`config.mk`:
```
export PLATFORM = sky130hd
export DESIGN_NAME = python_word_tx_flat
export DESIGN_NICKNAME = d
export VERILOG_FILES = /design/src/rtl/python_word_tx_if.sv /design/src/rtl/python_word_tx.sv /design/src/flat_wrapper.sv
export SDC_FILE = /design/constraint.sdc
export NUM_CORES = 1
export LEC_CHECK = 0
export CORE_MARGIN = 1.5
export CORE_UTILIZATION = 51
export CTS_CLUSTER_SIZE = 10
export DETAILED_ROUTE_END_ITERATION = 6
export PLACE_DENSITY_LB_ADDON = 0.15
export SYNTH_ARGS = -nofsm -noshare
export SYNTH_HDL_FRONTEND = slang
export SYNTH_SLANG_ARGS = --single-unit
```
`constraint.sdc`:
```
create_clock -name clk -period 4.1 [get_ports clk]
set_input_delay 0.82 -clock clk [delete_from_list [all_inputs] [get_ports clk]]
set_output_delay 0.82 -clock clk [all_outputs]
set_load 0.02 [all_outputs]
```
`src/rtl/python_word_tx_if.sv`:
```
// Handshake and word bus between the pixel source, the word transmitter and the serializer.
interface python_word_tx_if #(
  parameter int CHANNEL_NUM = 4,
  parameter int DATA_WIDTH  = 10
);
  logic                              i_start;
  logic                              i_train_en;
  logic [CHANNEL_NUM*DATA_WIDTH-1:0] iv_pix_data;
  logic                              i_pix_valid;
  logic                              o_pix_ready;
  logic [CHANNEL_NUM*DATA_WIDTH-1:0] ov_data;
  logic [DATA_WIDTH-1:0]             ov_ctrl;
  logic                              o_busy;
  logic                              o_frame_done;
  logic                              o_underflow;

  modport slave (
    input  i_start, i_train_en, iv_pix_data, i_pix_valid,
    output o_pix_ready, ov_data, ov_ctrl, o_busy, o_frame_done, o_underflow
  );

  modport master (
    output i_start, i_train_en, iv_pix_data, i_pix_valid,
    input  o_pix_ready, ov_data, ov_ctrl, o_busy, o_frame_done, o_underflow
  );
endinterface

```
`src/rtl/python_word_tx.sv`:
```
// Frame/line word generator: wraps pixel kernels with FS/LS/LE/FE sync words and line blanking.
module python_word_tx #(
  parameter int CHANNEL_NUM  = 4,
  parameter int DATA_WIDTH   = 10,
  parameter int LINE_KERNELS = 16,
  parameter int FRAME_LINES  = 16,
  parameter int LINE_GAP     = 4
) (
  input  logic                   clk,
  input  logic                   reset,
  python_word_tx_if.slave        bus
);
  localparam int DBW = CHANNEL_NUM * DATA_WIDTH;

  // Sync codes are defined for 10-bit words; narrower words truncate, wider ones zero-extend.
  function automatic logic [DATA_WIDTH-1:0] code(input logic [9:0] c);
    logic [DATA_WIDTH-1:0] r;
    r = '0;
    for (int i = 0; i < DATA_WIDTH && i < 10; i++) r[i] = c[i];
    return r;
  endfunction

  localparam logic [DATA_WIDTH-1:0] FS  = code(10'h2AA);
  localparam logic [DATA_WIDTH-1:0] FE  = code(10'h3AA);
  localparam logic [DATA_WIDTH-1:0] LS  = code(10'h0AA);
  localparam logic [DATA_WIDTH-1:0] LE  = code(10'h12A);
  localparam logic [DATA_WIDTH-1:0] BL  = code(10'h015);
  localparam logic [DATA_WIDTH-1:0] IMG = code(10'h035);
  localparam logic [DATA_WIDTH-1:0] TR  = code(10'h3A6);
  localparam logic [DBW-1:0]        TR_ALL = {CHANNEL_NUM{TR}};

  localparam logic [15:0] K_LAST = 16'(LINE_KERNELS - 1);
  localparam logic [15:0] L_LAST = 16'(FRAME_LINES - 1);
  localparam logic [15:0] G_LAST = 16'(LINE_GAP - 1);

  localparam logic [1:0] IDLE   = 2'd0;
  localparam logic [1:0] ACTIVE = 2'd1;
  localparam logic [1:0] GAP    = 2'd2;

  logic [1:0]            state_q, state_d;
  logic [15:0]           lcnt_q, lcnt_d;
  logic [15:0]           kcnt_q, kcnt_d;
  logic [DBW-1:0]        data_q, data_d;
  logic [DATA_WIDTH-1:0] ctrl_q, ctrl_d;
  logic                  done_q, done_d;
  logic                  under_q, under_d;

  always_comb begin
    // NOTE: every signal gets a default before the case so no path leaves it unassigned (no latch).
    state_d = state_q;
    lcnt_d  = lcnt_q;
    kcnt_d  = kcnt_q;
    data_d  = TR_ALL;
    ctrl_d  = BL;
    done_d  = 1'b0;
    under_d = under_q;
    case (state_q)
      IDLE: begin
        ctrl_d = bus.i_train_en ? TR : BL;
        if (bus.i_start) begin
          state_d = ACTIVE;
          lcnt_d  = '0;
          kcnt_d  = '0;
          under_d = 1'b0;
        end
      end
      ACTIVE: begin
        // The sensor stream cannot stall: a missing kernel becomes a training word and is flagged.
        if (bus.i_pix_valid) data_d = bus.iv_pix_data;
        else                 under_d = 1'b1;
        if (kcnt_q == '0)          ctrl_d = (lcnt_q == '0) ? FS : LS;
        else if (kcnt_q == K_LAST) ctrl_d = (lcnt_q == L_LAST) ? FE : LE;
        else                       ctrl_d = IMG;
        if (kcnt_q == K_LAST) begin
          kcnt_d  = '0;
          state_d = GAP;
        end else begin
          kcnt_d = kcnt_q + 16'd1;
        end
      end
      GAP: begin
        // kcnt doubles as the blanking counter while in GAP.
        if (kcnt_q == G_LAST) begin
          kcnt_d = '0;
          if (lcnt_q == L_LAST) begin
            state_d = IDLE;
            done_d  = 1'b1;
          end else begin
            lcnt_d  = lcnt_q + 16'd1;
            state_d = ACTIVE;
          end
        end else begin
          kcnt_d = kcnt_q + 16'd1;
        end
      end
      default: state_d = IDLE;
    endcase
  end

  always_ff @(posedge clk) begin
    // NOTE: non-blocking assignments so every flop samples the pre-edge values of the others.
    if (reset) begin
      state_q <= IDLE;
      lcnt_q  <= '0;
      kcnt_q  <= '0;
      data_q  <= TR_ALL;
      ctrl_q  <= BL;
      done_q  <= 1'b0;
      under_q <= 1'b0;
    end else begin
      state_q <= state_d;
      lcnt_q  <= lcnt_d;
      kcnt_q  <= kcnt_d;
      data_q  <= data_d;
      ctrl_q  <= ctrl_d;
      done_q  <= done_d;
      under_q <= under_d;
    end
  end

  assign bus.o_pix_ready  = (state_q == ACTIVE);
  assign bus.o_busy       = (state_q != IDLE);
  assign bus.ov_data      = data_q;
  assign bus.ov_ctrl      = ctrl_q;
  assign bus.o_frame_done = done_q;
  assign bus.o_underflow  = under_q;
endmodule

```
`src/flat_wrapper.sv`:
```
// flat-port wrapper written by rule: the top's interface ports become plain ports
module python_word_tx_flat 
#(
  parameter int CHANNEL_NUM  = 4,
  parameter int DATA_WIDTH   = 10,
  parameter int LINE_KERNELS = 16,
  parameter int FRAME_LINES  = 16,
  parameter int LINE_GAP     = 4
)
  (clk, reset, bus_i_start, bus_i_train_en, bus_iv_pix_data, bus_i_pix_valid, bus_o_pix_ready, bus_ov_data, bus_ov_ctrl, bus_o_busy, bus_o_frame_done, bus_o_underflow);
  python_word_tx_if #(.CHANNEL_NUM(CHANNEL_NUM), .DATA_WIDTH(DATA_WIDTH)) bus_i ();
  input  logic clk;
  input  logic reset;
  input wire logic [$bits(bus_i.i_start)-1:0] bus_i_start;
  input wire logic [$bits(bus_i.i_train_en)-1:0] bus_i_train_en;
  input wire logic [$bits(bus_i.iv_pix_data)-1:0] bus_iv_pix_data;
  input wire logic [$bits(bus_i.i_pix_valid)-1:0] bus_i_pix_valid;
  output wire logic [$bits(bus_i.o_pix_ready)-1:0] bus_o_pix_ready;
  output wire logic [$bits(bus_i.ov_data)-1:0] bus_ov_data;
  output wire logic [$bits(bus_i.ov_ctrl)-1:0] bus_ov_ctrl;
  output wire logic [$bits(bus_i.o_busy)-1:0] bus_o_busy;
  output wire logic [$bits(bus_i.o_frame_done)-1:0] bus_o_frame_done;
  output wire logic [$bits(bus_i.o_underflow)-1:0] bus_o_underflow;
  assign bus_i.i_start = bus_i_start;
  assign bus_i.i_train_en = bus_i_train_en;
  assign bus_i.iv_pix_data = bus_iv_pix_data;
  assign bus_i.i_pix_valid = bus_i_pix_valid;
  assign bus_o_pix_ready = bus_i.o_pix_ready;
  assign bus_ov_data = bus_i.ov_data;
  assign bus_ov_ctrl = bus_i.ov_ctrl;
  assign bus_o_busy = bus_i.o_busy;
  assign bus_o_frame_done = bus_i.o_frame_done;
  assign bus_o_underflow = bus_i.o_underflow;
  python_word_tx #(.CHANNEL_NUM(CHANNEL_NUM), .DATA_WIDTH(DATA_WIDTH), .LINE_KERNELS(LINE_KERNELS), .FRAME_LINES(FRAME_LINES), .LINE_GAP(LINE_GAP)) u_core (.clk(clk), .reset(reset), .bus(bus_i));
endmodule
```
==> run_results.csv, run 1 <==
group,metric,value,unit
layout,post-route-util,69.5,%
setup_path,worstPathArrival,2010,ps
hold_path,hold_path_end,"u_core.lcnt_q[6]$_SDFFE_PP0P_",
yosys,synth_compound_area_share,9.52,%
setup_path,cpMostUsedCell,"inv_1",
layout,fill_cells,561,
setup_path,timing.critical_path.fanout_max,12,
pwr,p_leak,1.78,nW
timing,rsz0062_at_grt,"no",
hold_path,min-delay-path-class,"register to register",
yosys,async_flop_share,0,%
grt,grt-ovfl-total,0,
yosys,synth-adder-area-share,3.18,%
grt,grt_max_degree,25,
routing,num_vias,3022,
placement,placed_cells_incl_taps,536,
hold_path,min_delay_path_depth,2,
layout,layout.cells.non_filler,552,
timing,drv_slew,0,
grt,antenna_found_initial,0,
setup_path,path_cells,"inv_1, ha_1, inv_1, clkdlybuf4s50_1",
setup_path,crit_required,3280,ps
setup_path,r2r_end,"u_core.kcnt_q[8]$_SDFFE_PP0P_",
timing,period_share,68.9,%
clock_tree,postCtsHoldBufs,0,
die,die-height,86.3,microns
routing,wl_per_cell,14.9,microns
timing,setup_viol,0,
die,die_width,86.3,microns
timing,clock.fmax,354,MHz
yosys,ys.flop_type,"dfxtp_1",
setup_path,critPathLaunch,"u_core.state_q[0]$_SDFFE_PP0P_",
clock_tree,numCtsBuffers,9,
yosys,yosysUniqueCellTypes,51,
yosys,yosys.area_share.xor_xnor,2.72,%
timing,fin_skew,12.5,ps
yosys,yosys-mux-area-fraction,0.849,%
grt,grt_pass1_vias,2742,
yosys,syn_nets,433,
clock_tree,ctsHtreeMaxLevel,3,
die,die_area,0.00744,sq mm
routing,via_per_inst,5.47,
yosys,syn_avg_cell_area,9.33,sq um
yosys,synthesis.area,0.00354,sq mm
layout,final_cell_mix,"clkdlybuf4s50_1, dfxtp_1, nand2b_1",
layout,final_common_cell,"clkdlybuf4s50_1",
setup_path,reg2reg_from,"u_core.kcnt_q[1]$_SDFFE_PP0P_",
placement,hpwl,5910,microns
die,start_util,52.4,%
clock_tree,insertion_delay,360,ps
setup_path,crit_type,"register to primary output",
run_status,status,"finished, final reports clean",
yosys,ys_ff_latch,84,
timing,hold_ws,508,ps
clock_tree,cts_tree,"built",
clock_tree,clockRootBuffer,"clkbuf_8",
routing,drt_wl_total,8200,microns
layout,drive_above_1_share,6.57,%
timing,setup_tns,0,ps
placement,port_buffers,97,
routing,drc,0,
yosys,synth_top_family_by_area,"simple AND/OR/NAND/NOR gates",
routing,ant_nets,0,
placement,dpl-instance-area,0.00451,sq mm
grt,grt_usage,22.5,%
clock_tree,cts_buffer_depth,2,
setup_path,r2r_cells,7,
timing,final_hold_viol_count,0,
yosys,synthCells,379,
layout,n_antenna_cell,0,
setup_path,start_kind,"register",
yosys,synth_edf_count,0,
die,rows,30,
timing,worst_pin_slew,1000,ps
die,pin_count,99,
routing,drt_first_pass_iters,4,
hold_path,hp-start,"u_core.lcnt_q[6]$_SDFFE_PP0P_",
timing,timing.final.crit_period,2830,ps
yosys,synth-simple-area-share,31.6,%
yosys,yosys_warnings,0,
setup_path,cp_num_buf_inv,3,
pwr,vdd_ir_drop_max,0.289,mV
die,fp.coreArea,0.00676,sq mm
job,maxCapViolCount,0,
setup_path,crit_path_end_kind,"primary output",
clock_tree,cts_post_setup_buffers_inserted,0,
yosys,yosysSeqAreaShare,47.5,%
setup_path,r2r_slack,1780,ps
pwr,power.density,448,mW/mm^2
grt,grt_pass1_wl,13100,microns
layout,nNetsFinal,521,
clock_tree,path_clk_slew,90,ps
layout,areaGrowthSynthToFinish,32.8,%
routing,drtIter0Drc,135,
timing,relSlewSlack,33.1,%
placement,place_congestion,0.811,
setup_path,slowest_delay,640,ps
clock_tree,cts-resized-gates,0,
clock_tree,clkSinkCount,84,
setup_path,path_delay_family,"buffers and inverters",
setup_path,cp_slowest_cell,"clkdlybuf4s50_1",
layout,design_area,0.00470,sq mm
[how the worst max path moves through the flow]
stage / to / slack, ps / cells past startpoint
after global placement: u_core.kcnt_q[14]$_SDFFE_PP0P_ / 1430 / 7
after CTS: bus_o_busy / 1240 / 4
after detailed placement: u_core.kcnt_q[14]$_SDFFE_PP0P_ / 1370 / 7
after floorplan: u_core.kcnt_q[14]$_SDFFE_PP0P_ / 1920 / 9
after global routing: bus_o_busy / 1150 / 4
final: bus_o_busy / 1270 / 4
[synthesized netlist by cell type (7+ instances only)]
cell / n / area, sq um
nand3_1: 22 / 110
inv_1: 10 / 37.5
a31oi_1: 8 / 50.1
dfxtp_1: 84 / 1680
nand2_1: 25 / 93.8
a21oi_1: 18 / 90.1
o21ai_0: 8 / 40.0
nor3_1: 7 / 35.0
ha_1: 9 / 113
xor2_1: 11 / 96.3
nand4_1: 14 / 87.6
and3_1: 23 / 144
nand2b_1: 28 / 175
clkbuf_1: 15 / 56.3
nor2_1: 22 / 82.6
[power by group]
part | switching (mW) | total (mW) | internal [mW]
registers | 0.0274 | 0.906 | 0.879
logic | 0.383 | 0.651 | 0.268
clock network | 0.305 | 0.545 | 0.240
total | 0.715 | 2.10 | 1.39
[routing by layer]
metal  global-route usage (%)  part of all wire, %  vias to the layer above
met5                        0                    0                        -
met4                     5.13                 0.90                        0
met3                     6.95                  3.7                        8
met2                     39.9                   52                       55
met1                     26.7                   43                     1436
li1                         -                    -                     1523
[cells by family (layout without fill, tap and decap cells)]
logic type               count (synthesis)  after routing
AND/OR/NAND/NOR                        188            188
multiplexers                             3              3
adder cells (fa/ha/maj)                  9              9
other                                    1              1
XOR/XNOR                                11             11
buffers and inverters                   33            126
flip-flops                              84             84
AO/OA/AOI/OAI                           50             50
[worst reg2reg max path, delay by kind of cell (launching register included)]
family,cells,cell delay [ps]
adders and majority gates,1,260
buffers and inverters,1,210
DFF,1,410
and+or+nand+nor,2,510
AOI/OAI and AO/OA,3,820
[registers in the layout, summed over array words and instances, names as in the netlist]
| signal | cells |
|---|---|
| u_core.lcnt_q | 16 |
| u_core.bus.ov_ctrl | 8 |
| u_core.bus.o_frame_done | 1 |
| u_core.bus.ov_data | 40 |
| u_core.bus.o_underflow | 1 |
| u_core.state_q | 2 |
| u_core.kcnt_q | 16 |
[per-stage QoR]
step	total power [mW]	setup slack, ps
2_1_floorplan	1.33	1920
3_3_place_gp	1.56	1430
3_5_place_dp	1.58	1370
4_1_cts	2.12	1240
5_1_grt	2.22	1150
6_report	2.10	1270
[layout make-up]
cell class | instances | area, sq um | share of cell area, %
clock inverters | 6 | 48.8 | 1.04
multi-input cells | 262 | 1700 | 36.1
well taps | 80 | 100 | 2.13
repair buffers | 100 | 993 | 21.2
clock buffers | 10 | 138 | 2.93
flip-flops and latches | 84 | 1680 | 35.8
inverters | 10 | 37.5 | 0.799
No activity file was read; power rests on OpenSTA's default activity.
==> run 2, diff against run 1 <==
- CORE_UTILIZATION: 51 -> 48
- clock period: 4.1 -> 2.7 ns (I/O delays scaled with it)
==> run 2 against run 1 <==
Effect of this change:
- clock power up 65%
- non-clock buffer count up 9
- worst hold slack worse by 4.9 ps
- count of clock-buffer cells in the layout did not move
- total power is 57% higher
==> run_results.csv, run 2 (synthesis gave the netlist of run 1 again) <==
group,metric,value,unit
run_status,status,"finished, final reports clean",
hold_path,min_delay_path_depth,2,
timing,fin_skew,11.5,ps
placement,preCtsSetupSlack,273,ps
timing,setup_tns,0,ps
clock_tree,clkSinkCount,84,
setup_path,timing.critical_path.fanout_max,12,
hold_path,min-delay-path-class,"register to register",
routing,wl_per_cell,14.5,microns
die,die_width,88.8,microns
layout,largest_register_ff_count,40,
pwr,power_frac_comb,31.3,%
hold_path,hp-start,"u_core.lcnt_q[6]$_SDFFE_PP0P_",
grt,grt_max_degree,25,
setup_path,cp_slowest_cell,"clkdlybuf4s50_1",
layout,layout.cells.non_filler,580,
routing,num_vias,3089,
placement,hpwl,6120,microns
setup_path,reg2reg_from,"u_core.kcnt_q[7]$_SDFFE_PP0P_",
timing,setup_viol,0,
pwr,p_leak,1.83,nW
layout,final_cell_mix,"clkdlybuf4s50_1, dfxtp_1, nand2b_1",
setup_path,path_cells,"inv_1, ha_1, inv_1, clkdlybuf4s50_1",
clock_tree,cts_tree,"built",
setup_path,cp_num_buf_inv,3,
clock_tree,clockRootBuffer,"clkbuf_8",
grt,grt_pass1_wl,12800,microns
die,die-height,88.8,microns
timing,relSlewSlack,63.8,%
die,die_area,0.00789,sq mm
pwr,p_int,2.20,mW
clock_tree,insertion_delay,350,ps
layout,post-route-util,66.9,%
timing,rsz0062_at_grt,"no",
layout,nNetsFinal,530,
setup_path,crit_type,"register to primary output",
clock_tree,numCtsBuffers,9,
layout,areaGrowthSynthToFinish,35.7,%
placement,dpl-instance-area,0.00460,sq mm
clock_tree,path_clk_slew,80,ps
timing,worst_pin_slew,543,ps
hold_path,hold_path_end,"u_core.lcnt_q[6]$_SDFFE_PP0P_",
clock_tree,cts_buffer_depth,2,
die,fp.coreArea,0.00718,sq mm
clock_tree,postCtsHoldBufs,0,
setup_path,r2r_cells,5,
pwr,pwr-share-seq,41.6,%
timing,drv_slew,0,
timing,timing.final.crit_period,2540,ps
pwr,swShare,33.4,%
layout,design_area,0.00480,sq mm
placement,place_congestion,0.796,
grt,grt_pass1_vias,2647,
placement,placed_cells_incl_taps,564,
pwr,p_switching,1.11,mW
timing,final_hold_viol_count,0,
setup_path,crit_path_end_kind,"primary output",
clock_tree,cts-resized-gates,0,
routing,drt_first_pass_iters,4,
layout,final_common_cell,"clkdlybuf4s50_1",
grt,grt-ovfl-total,0,
setup_path,path_delay_family,"buffers and inverters",
timing,setup_ws,162,ps
job,maxCapViolCount,0,
layout,n_antenna_cell,0,
timing,period_share,94.0,%
layout,drive_above_1_share,8.11,%
routing,ant_nets,0,
clock_tree,ctsHtreeMaxLevel,3,
placement,port_buffers,97,
layout,register_area,0.00168,sq mm
routing,drtIter0Drc,160,
pwr,vdd_ir_drop_max,0.420,mV
setup_path,slowest_delay,630,ps
setup_path,worstPathArrival,2000,ps
setup_path,start_kind,"register",
setup_path,r2r_slack,430,ps
setup_path,r2r_end,"u_core.lcnt_q[1]$_SDFFE_PP0P_",
pwr,clkPwrFrac,27.1,%
layout,multi_input_area,0.00170,sq mm
routing,via_per_inst,5.33,
routing,drc,0,
layout,fill_cells,587,
grt,antenna_found_initial,0,
clock_tree,cts_post_setup_buffers_inserted,0,
die,start_util,49.3,%
timing,clock.fmax,394,MHz
setup_path,crit_required,2160,ps
grt,grt_usage,21.0,%
pwr,power.density,690,mW/mm^2
setup_path,cpMostUsedCell,"inv_1",
die,pin_count,99,
routing,drt_wl_total,8430,microns
die,rows,31,
-- run 2: worst min-delay path, stage by stage (launching register included) --
cell,delay (ps)
dfxtp_1,330
o21ai_0,70
a21oi_1,60
-- run 2: power by group through the flow --
stage                     clock (mW)  sequential (mW)  combinational (mW)
final                          0.897             1.38                1.04
after floorplan                    0             1.50               0.523
after detailed placement           0             1.41                1.03
after global routing           0.970             1.39                1.12
after CTS                      0.920             1.38                1.04
after global placement             0             1.40                1.02
-- run 2: cell type report --
type	count	area share, %
well taps	99	2.58
repair buffers	109	22.1
clock inverters	6	1.46
multi-input cells	262	35.4
flip-flops and latches	84	35.0
inverters	10	0.782
clock buffers	10	2.66
-- run 2: layer usage --
| layer | vias up | share of wire (%) | GRT usage [%] |
|---|---|---|---|
| met1 | 1461 | 43 | 28.3 |
| met3 | 8 | 5.4 | 3.73 |
| met4 | 0 | 1.3 | 7.67 |
| met5 | - | 0 | 0 |
| met2 | 81 | 50 | 33.8 |
| li1 | 1539 | - | - |
-- run 2: worst max-delay path by stage --
stage	depth (start not counted)	from	to	slack [ps]
final	4	u_core.state_q[0]$_SDFFE_PP0P_	bus_o_busy	160
after global routing	4	u_core.state_q[0]$_SDFFE_PP0P_	bus_o_busy	20
after floorplan	9	u_core.state_q[1]$_SDFFE_PP0P_	u_core.kcnt_q[14]$_SDFFE_PP0P_	520
after detailed placement	6	reset	u_core.kcnt_q[14]$_SDFFE_PP0P_	270
after CTS	4	u_core.state_q[0]$_SDFFE_PP0P_	bus_o_busy	140
after global placement	6	reset	u_core.kcnt_q[14]$_SDFFE_PP0P_	370
-- run 2: metrics by stage --
step | hold WS, ps | total power [mW]
global placement | 482 | 2.42
floorplan | 463 | 2.03
CTS | 507 | 3.33
detailed placement | 493 | 2.44
finish | 504 | 3.31
global route | 555 | 3.48
==> run 3, diff against run 2 <==
- CTS_CLUSTER_DIAMETER: unset -> 30
==> results of run 3 <==
The final DEF is identical to that of run 2; final timing and power are the same.
==> RTL change 1: new RTL, settings of run 3 <==
`DATA_WIDTH` is set to 10 in 3 places; all go to 5.
--- a/src/rtl/python_word_tx_if.sv
+++ b/src/rtl/python_word_tx_if.sv
@@ -1,7 +1,7 @@
 // Handshake and word bus between the pixel source, the word transmitter and the serializer.
 interface python_word_tx_if #(
   parameter int CHANNEL_NUM = 4,
-  parameter int DATA_WIDTH  = 10
+  parameter int DATA_WIDTH  = 5
 );
   logic                              i_start;
   logic                              i_train_en;
--- a/src/rtl/python_word_tx.sv
+++ b/src/rtl/python_word_tx.sv
@@ -1,7 +1,7 @@
 // Frame/line word generator: wraps pixel kernels with FS/LS/LE/FE sync words and line blanking.
 module python_word_tx #(
   parameter int CHANNEL_NUM  = 4,
-  parameter int DATA_WIDTH   = 10,
+  parameter int DATA_WIDTH   = 5,
   parameter int LINE_KERNELS = 16,
   parameter int FRAME_LINES  = 16,
   parameter int LINE_GAP     = 4
--- a/src/flat_wrapper.sv
+++ b/src/flat_wrapper.sv
@@ -2,7 +2,7 @@
 module python_word_tx_flat 
 #(
   parameter int CHANNEL_NUM  = 4,
-  parameter int DATA_WIDTH   = 10,
+  parameter int DATA_WIDTH   = 5,
   parameter int LINE_KERNELS = 16,
   parameter int FRAME_LINES  = 16,
   parameter int LINE_GAP     = 4
Interface: changed (resized bus_iv_pix_data, bus_ov_ctrl and bus_ov_data); port bits go from 99 to 54. The function was not compared with the original's and may differ.
==> RTL change 1 against run 3 <==
  * Sequential cell count is 24 lower
  * Non-clock buffer count decreased by 40
  * Power shrank 24%
  * Routed wire length decreased by 16%
  * Area after synthesis is 19% lower
  * Setup slack barely moved
  * Clock skew is 0.0054 ns lower
  * Final area shrank 23%
  * Largest cell class unchanged
==> RTL change 1: results <==
group,metric,value,unit
cells_and_area,inv_count,14,
worst_hold_path,min_to,"u_core.lcnt_q[15]$_SDFFE_PP0P_",
cells_and_area,multi_input_area_share,40.88,%
placement,placed_area,3511,um2
synthesis,syn_area,2860,um2
global_route,grt_start_max_net_pins,29,
synthesis,synth_common_cells,"dfxtp_1, nand2_1, a21oi_1, or4_1, clkbuf_1",
global_route,grtUsageTotal,23.41,%
detailed_routing,drt-vias-per-instance,5.867,
global_route,global_route.usage.met2,35.46,%
detailed_routing,wl_per_cell,15.37,um
cells_and_area,layout-drive-gt1-share,10.31,%
synthesis,ys_seq_area_share,41.99,%
placement,hpwl,5049,um
global_route,grt_util_met3,5.909,%
cells_and_area,largest_reg_flops,20,
synthesis,syn_inst,322,
pwr,p_leak,1.286,nW
detailed_routing,wl_met2,3084,um
synthesis,synth_nets,354,
cells_and_area,multi_input_gates,229,
cells_and_area,postLayoutCoreUtil,65.76,%
synthesis,synth_area_leaders,"dfxtp_1, or4_1, a21oi_1, nand2_1, and2_1",
worst_setup_path,reg2reg_depth,4,
worst_setup_path,r2r_slack,0.32,ns
cells_and_area,buf_share,17.54,%
run_status,outcome,"finished, final reports clean",
global_route,use_met1,31.91,%
placement,place_congestion,0.8380,
synthesis,synth_cell_type_count,46,
global_route,grt_pass1_wl,11600,um
detailed_routing,dr_wl_met3,490,um
-- RTL change 1: logic make-up after synthesis --
logic type               after synthesis  synth area share (%)
AO/OA/AOI/OAI                         64                 16.19
multiplexers                           6                 2.144
flip-flops                            60                 41.99
XOR/XNOR                               5                 1.531
adder cells (fa/ha/maj)                7                 3.062
buffers and inverters                 33                 4.987
AND/OR/NAND/NOR                      147                 30.10
-- RTL change 1: through the flow --
step / total power (W) / setup slack (ns)
finish: 0.002499 / 0.1627
global route: 0.002609 / 0.05149
floorplan: 0.001403 / 0.4321
CTS: 0.002512 / 0.1481
detailed placement: 0.001692 / 0.1487
global placement: 0.001675 / 0.2293
-- RTL change 1: power by group --
part	switching (W)	internal (W)	leakage, nW
registers	0.0000269	0.000943	0.485
logic	0.000399	0.000309	0.709
clock network	0.000392	0.000430	0.0923
total	0.000817	0.00168	1.29
==> RTL change 2: new RTL, config.mk and constraints of run 3 <==
Made on the original files. Make the reset (`reset`) asynchronous in one clocked block.
--- a/src/rtl/python_word_tx.sv
+++ b/src/rtl/python_word_tx.sv
@@ -97,7 +97,7 @@
     endcase
   end
 
-  always_ff @(posedge clk) begin
+  always_ff @(posedge clk or posedge reset) begin
     // NOTE: non-blocking assignments so every flop samples the pre-edge values of the others.
     if (reset) begin
       state_q <= IDLE;
Formal check against the unedited RTL: differs if reset is asserted again (counterexample within 4 cycles, from zero or initial values and one cycle with reset high); with reset held inactive, the same outputs for 10 cycles.
==> RTL change 2 against run 3 <==
  * First-iteration DRC count grew 5.6%
  * Final area up 3.5%
  * Largest cell class is now sequential cells
  * Area after synthesis grew 3.6%
  * Setup slack better by 0.010 ns
  * Routed wire length is 6.5% lower
  * Sequential cell count unchanged
  * Register-to-register slack lost 0.26 ns
Power is not compared: it rests on default switching activity, and its combinational part moved more than twofold at a synthesized area within 25%.
==> RTL change 2: results <==
group,metric,value,unit
run_status,outcome,"finished, final reports clean",
cells_and_area,clk_share,4.080,%
placement,hpwl,5481,um
cells_and_area,multi_input_gates,225,
cells_and_area,num-nets-final,489,
synthesis,synth_compound_gate_area_share,5.977,%
synthesis,synth_nets,388,
global_route,grt_pass1_vias,2807,
synthesis,synth_cell_type_count,45,
worst_setup_path,crit_slowest_cell,"or4_1",
cells_and_area,layout-drive-gt1-share,18.14,%
cells_and_area,inv_count,11,
placement,place_worst_setup_slack,0.2126,ns
detailed_routing,drt-vias-per-instance,5.098,
sta,worst_pin_slew,0.7381,ns
synthesis,synth_area_leaders,"dfrtp_1, dfstp_2, or2_2, xor2_1, and3_1",
cells_and_area,buf_share,21.00,%
worst_setup_path,worstPathMaxFanout,8,
cells_and_area,clkbuf_count,12,
worst_setup_path,slowest_delay,0.66,ns
detailed_routing,wirelength,7879,um
sta,fin_skew,0.007776,ns
global_route,grt_start_max_net_pins,85,
detailed_routing,first_iter_violations,169,
cells_and_area,fillers,554,
worst_setup_path,path_class,"flop to flop",
synthesis,synth_common_cells,"dfrtp_1, nand2_1, nor2_1",
cells_and_area,fin_cells,540,
placement,place_congestion,0.8468,
global_route,grtUsageTotal,20.83,%
global_route,grt_pass1_wl,13610,um
pwr,finalPower,0.002448,W
cells_and_area,seq_share,42.96,%
==> RTL change 2: cell count changes after synthesis, moves of 6 or more <==
cell / run 3 / this run
nand2b_1: 28 / 2
or2_2: 0 / 25
dfxtp_1: 84 / 0
dfrtp_1: 0 / 58
a31oi_1: 8 / 0
a21oi_1: 18 / 6
xor2_1: 11 / 17
dfstp_2: 0 / 26
nand3_1: 22 / 10
==> RTL change 2: final timing paths <==
| path | startpoint | to | slack (ns) |
|---|---|---|---|
| setup reg to reg | u_core.kcnt_q[4]$_DFFE_PP0P_ | u_core.lcnt_q[14]$_DFFE_PP0P_ | 0.17 |
| max in group asynchronous | reset | u_core.bus.ov_ctrl[2]$_DFF_PP1_ | 1.73 |
| hold / removal | u_core.lcnt_q[1]$_DFFE_PP0P_ | u_core.lcnt_q[1]$_DFFE_PP0P_ | 0.55 |
| min in group asynchronous | reset | u_core.bus.ov_data[30]$_DFF_PP0_ | 0.58 |
| hold reg to reg | u_core.lcnt_q[1]$_DFFE_PP0P_ | u_core.lcnt_q[1]$_DFFE_PP0P_ | 0.55 |
| setup / recovery | u_core.kcnt_q[4]$_DFFE_PP0P_ | u_core.lcnt_q[14]$_DFFE_PP0P_ | 0.17 |
==> RTL change 2: metrics by stage <==
| stage | hold WS (ns) | instance area, um2 | utilization (%) |
|---|---|---|---|
| floorplan | 0.4879 | 3664 | - |
| global placement | 0.5152 | 4766 | 65.01 |
| detailed placement | 0.5273 | 4766 | 65.01 |
| CTS | 0.5491 | 4969 | 67.78 |
| global route | 0.5839 | 4969 | 67.78 |
| finish | 0.5484 | 4969 | 67.78 |
==> RTL change 2: per-layer routing <==
layer  up-vias  track usage, %  routed length (um)
li1       1356               -                   -
met1      1296           27.40                3556
met2        89           34.15                3839
met3        12           3.620                 352
met4         0           8.598                 130
met5         -               0                   0
